<file path="config.mk">
export PLATFORM = sky130hd
export DESIGN_NAME = ysyx_25060170_pipe_stage_reg
export DESIGN_NICKNAME = d
export VERILOG_FILES = /design/src/rtl/ysyx_25060170_pipe_stage_reg.sv
export SDC_FILE = /design/constraint.sdc
export NUM_CORES = 1
export LEC_CHECK = 0
export BUFFER_PORTS_ARGS = -buffer_cell sky130_fd_sc_hd__buf_2
export CAP_MARGIN = 10
export CORE_MARGIN = 2
export CORE_UTILIZATION = 52
export DETAILED_ROUTE_END_ITERATION = 12
export MAX_ROUTING_LAYER = met4
export PLACE_DENSITY = 0.84
export SKIP_CTS_REPAIR_TIMING = 1
export SLEW_MARGIN = 20
export SYNTH_ARGS = -nofsm -noshare
export SYNTH_HDL_FRONTEND = slang
export SYNTH_SLANG_ARGS = --single-unit
</file>
<file path="constraint.sdc">
create_clock -name clk -period 3.3 [get_ports clk]
set_input_delay 0.33 -clock clk [delete_from_list [all_inputs] [get_ports clk]]
set_output_delay 0.33 -clock clk [all_outputs]
set_load 0.02 [all_outputs]
</file>
<file path="src/rtl/ysyx_25060170_pipe_stage_reg.sv">
// Inter-stage pipeline register with valid/ready handshake, flush and a saturating stall counter.
// Define YSYX_25060170_PIPE_SKID_EN to add a skid entry and a registered in_ready.
module ysyx_25060170_pipe_stage_reg #(
  parameter int DATA_W = 32,
  parameter int CNT_W  = 32
) (
  input  logic              clk,
  input  logic              rst,
  input  logic              flush,
  input  logic              in_valid,
  output logic              in_ready,
  input  logic [DATA_W-1:0] in_data,
  output logic              out_valid,
  input  logic              out_ready,
  output logic [DATA_W-1:0] out_data,
  output logic [CNT_W-1:0]  stall_cnt
);

  typedef enum logic [1:0] {
    ST_EMPTY = 2'd0,
    ST_FULL  = 2'd1,
    ST_SKID  = 2'd2
  } state_t;

  state_t            state_q;
  logic [DATA_W-1:0] main_q;
  logic              acc;
  logic              pop;

  assign out_valid = (state_q != ST_EMPTY);
  assign out_data  = main_q;
  assign acc       = in_valid & in_ready;
  assign pop       = out_valid & out_ready;

`ifdef YSYX_25060170_PIPE_SKID_EN
  logic [DATA_W-1:0] skid_q;

  // Decoded straight from the state flop so upstream never sees out_ready combinationally.
  assign in_ready = (state_q != ST_SKID);

  always_ff @(posedge clk) begin
    if (rst) begin
      state_q <= ST_EMPTY;
      main_q  <= '0;
      skid_q  <= '0;
    end else if (flush) begin
      state_q <= ST_EMPTY;
      main_q  <= '0;
      skid_q  <= '0;
    end else begin
      case (state_q)
        ST_EMPTY: begin
          if (acc) begin
            main_q  <= in_data;
            state_q <= ST_FULL;
          end
        end
        ST_FULL: begin
          if (acc && pop) begin
            main_q <= in_data;
          end else if (acc) begin
            skid_q  <= in_data;
            state_q <= ST_SKID;
          end else if (pop) begin
            main_q  <= '0;
            state_q <= ST_EMPTY;
          end
        end
        ST_SKID: begin
          if (pop) begin
            main_q  <= skid_q;
            skid_q  <= '0;
            state_q <= ST_FULL;
          end
        end
        default: begin
          state_q <= ST_EMPTY;
          main_q  <= '0;
          skid_q  <= '0;
        end
      endcase
    end
  end
`else
  assign in_ready = ~out_valid | out_ready;

  // Without a skid entry, acceptance while FULL always coincides with a pop.
  always_ff @(posedge clk) begin
    if (rst) begin
      state_q <= ST_EMPTY;
      main_q  <= '0;
    end else if (flush) begin
      state_q <= ST_EMPTY;
      main_q  <= '0;
    end else begin
      case (state_q)
        ST_EMPTY: begin
          if (acc) begin
            main_q  <= in_data;
            state_q <= ST_FULL;
          end
        end
        ST_FULL: begin
          if (acc && pop) begin
            main_q <= in_data;
          end else if (pop) begin
            main_q  <= '0;
            state_q <= ST_EMPTY;
          end
        end
        default: begin
          state_q <= ST_EMPTY;
          main_q  <= '0;
        end
      endcase
    end
  end
`endif

  // Flush deliberately leaves the counter alone; only reset clears it.
  always_ff @(posedge clk) begin
    if (rst) begin
      stall_cnt <= '0;
    end else if (out_valid && !out_ready && (stall_cnt != {CNT_W{1'b1}})) begin
      stall_cnt <= stall_cnt + CNT_W'(1);
    end
  end

endmodule
</file>
==> impl_results.md <==
* Status: finished clean
* Detailed placement HPWL at 4830 µm
* Maximum root-to-sink buffer count at 2
* Arr. time, crit path at ~2.7 ns
* Top FF cell, synth: dfxtp_1
* R2R Path Start: stall_cnt[1]$_SDFFE_PP0P_
* Synth Net Count at roughly 360
* DP Cell Count at between 400 and 500
* Vias at 2844
* Max_slew headroom at 55.8%
* Tmin final at 2.39 ns
* RSZ-0062 raised after global routing: no
* Area added between synthesis and finish at 26.8%
* Post-synthesis adder-cell area fraction at 0.454%
* Fin crit share at 72.4%
* Yosys warnings at 0
* End of the worst hold path: out_data[2]$_SDFFE_PP0P_
* Total net switching power at slightly below 0.4 mW
* Compound-Gate Fraction of Synth Area at between 10% and 20%
* Finished Layout Cells at approximately 490
* Switch share at 24.5%
* CTS tree: built
* Crit end category: flip-flop
* Lkg Pwr at 1.44 nW
* CTS buffer count at 9
* Post-synthesis cell type count at 36
* XOR/XNOR Fraction of Synth Area at 0.635%
* Gr ovfl total at 0
* Gp weighted congestion at about 0.85
* Synth Area in Simple Gates at between 20% and 30%
* CP required at 3.56 ns
* Share of cells above drive strength 1 at between 30% and 40%
* Wire per inst at 14.7 µm
* Ant. Diodes at 0
* Power density cells at approximately 460 nW/µm²
* R2R setup slack at 0.91 ns
* Gate power share at 7.3%
* Clk_skew at 0.00903 ns
* WHS Path Cells at 3
* Post-synthesis register bit count at 65
* Reg-to-Reg End: stall_cnt[5]$_SDFFE_PP0P_
* Fin util at about 68%
* First-pass GRT wire length at 12000 µm
* Main combinational cell family by area after synthesis: simple AND/OR/NAND/NOR gates
* Post-synthesis sequential area ratio at 47.2%
* TNS Setup at 0 ns
* Asr flop ratio synth at 0%
* Worst Max-Slew Pin Slew at roughly 0.66 ns
* Mapped Area at 2760 µm²
* Port bufs at 102
* Vias in the first global route at approximately 2700
* HP Start: in_data[2]
* Avg Cell Area, Syn at 8.61 µm²
* Core ar. at between 5000 and 6000 µm²
* Fmax at 418 MHz
* Initial DRC Count at 242
* Power Internal at about 1.2 mW
* WHS at 0.236 ns
* Initial core utilization at 54.0%
* WL final at a little over 7000 µm
* Total Die Area at just under 6000 µm²
* Cells after Synth at 320
* Die X at 76.8 µm
* Clk sink count at 65
* DR vias/cell at roughly 5.8
* Initial antenna violation count at 0
* IO Pins at 103
* Finish-stage setup viols at 0
* Die Y at 76.8 µm
* # nets final at 452
* CP Class: flip-flop to flip-flop
* Final hold viol count at 0
* Clk pwr share at between 40% and 50%
* Hold WC Path Type: input pin to flip-flop
* Worst Reg2Reg Path Length in Cells at 6
* Total power at 1.61 mW
* Max H-tree Level at 3
* Largest net degree at the start of global routing at 38
* Clk root buf: clkbuf_8
* EDFF count, synth at 0
* Clock Latency Late Sink at roughly 0.34 ns
* Max IR drop VDD at around 0.27 mV
* Reg power frac at 50.0%
* Crit path max fanout at 19
* Max Slew Vio Count at 0
* DR pass1 iterations at 5
* Clock Pin Slew Worst Setup and Hold Paths at 0.08 ns
* Post-DRT Antenna Nets at 0
* Reported max-cap violation count at 0
* Multiplexer share of the synthesized area at under 10%
* Total track usage at around a quarter
* Rows at 26
* CP startpoint kind: flip-flop
* Remaining DRCs at 0
## worst max path at each step
| stage | startpoint | endpoint | slack (ns) | cells past startpoint |
|---|---|---|---|---|
| 6_report | stall_cnt[1]$_SDFFE_PP0P_ | stall_cnt[5]$_SDFFE_PP0P_ | 0.91 | 6 |
| 5_1_grt | stall_cnt[0]$_SDFFE_PP0P_ | stall_cnt[5]$_SDFFE_PP0P_ | 0.69 | 6 |
| 4_1_cts | stall_cnt[1]$_SDFFE_PP0P_ | stall_cnt[8]$_SDFFE_PP0P_ | 0.95 | 6 |
| 3_5_place_dp | stall_cnt[0]$_SDFFE_PP0P_ | stall_cnt[8]$_SDFFE_PP0P_ | 0.98 | 6 |
| 3_3_place_gp | out_ready | stall_cnt[27]$_SDFFE_PP0P_ | 1.12 | 7 |
| 2_1_floorplan | stall_cnt[0]$_SDFFE_PP0P_ | stall_cnt[1]$_SDFFE_PP0P_ | 1.19 | 8 |
## cells in the mapped netlist, types with 6 or more instances
| cell | n | area share (%) |
|---|---|---|
| nand4_1 | 12 | 2.7 |
| o31ai_1 | 11 | 3.0 |
| nor3_1 | 6 | 1.1 |
| dfxtp_1 | 65 | 47 |
| clkbuf_1 | 18 | 2.5 |
| a22oi_1 | 32 | 8.7 |
| nor2_1 | 48 | 6.5 |
| nand2_1 | 19 | 2.6 |
| nor2b_1 | 6 | 1.4 |
| or3_1 | 10 | 2.3 |
| o21ai_0 | 10 | 1.8 |
| a21oi_1 | 23 | 4.2 |
| nand3_1 | 10 | 1.8 |
| or4_1 | 11 | 3.0 |
## area by class of cell
class                   instances  area [µm²]
multi-input cells             231        1370
clock buffers                  10         138
well taps                      70        87.6
flip-flops and latches         65        1300
repair buffers                104         526
inverters                       3        11.3
clock inverters                 6        66.3
fillers                       422        1610
## worst max-delay path, stage by stage (launching register included)
cell     delay [ns]
dfxtp_1        0.41
ha_1           0.21
nand3_1        0.21
nor4_2         0.58
and3_1         0.57
o21ai_0        0.18
a21oi_1        0.15
## cells by family (layout without fill, tap and decap cells)
kind of cell / after synthesis / count (layout)
and+or+nand+nor: 139 / 139
buffers and inverters: 24 / 123
DFF: 65 / 65
xor gates and xnor gates: 2 / 2
muxes: 6 / 6
AOI/OAI and AO/OA: 83 / 83
adders and majority gates: 1 / 1
## power groups by stage
stage	logic (mW)	registers, mW	clock network (mW)
finish	0.118	0.805	0.686
global placement	0.115	0.822	0
floorplan	0.0548	0.839	0
global route	0.130	0.806	0.725
CTS	0.118	0.805	0.698
detailed placement	0.117	0.822	0
## state kept, by name, summed over array words and instances (netlist names)
name / cells
stall_cnt: 32
state_q: 1
out_data: 32
## cells in the final DEF, fill, tap and decap left out, drive strengths merged, types with 2 or more instances in the layout
master    count
a21oi        23
a22oi        32
a31oi         2
and2          2
and3          5
buf         104
clkbuf       10
clkinvlp      3
dfxtp        65
inv           4
mux2          5
nand2        19
nand3        10
nand4        13
nor2         48
nor2b         6
nor3          7
nor4          4
o21ai        10
o31ai        11
or2           2
or3          10
or4          11
xnor2         2
## metal layers
layer	GRT usage (%)	share of wire, %
met5	-	0
met4	12.7	2.9
met3	6.35	5.9
met2	39.6	47
met1	31.3	44
## metrics by stage
step                instance area (µm²)  worst slack (ns)
CTS                                3490             0.948
floorplan                          2760              1.19
global route                       3490             0.686
finish                             3490             0.910
detailed placement                 3290             0.984
global placement                   3290              1.12
Power figures use the tool's default switching activity.
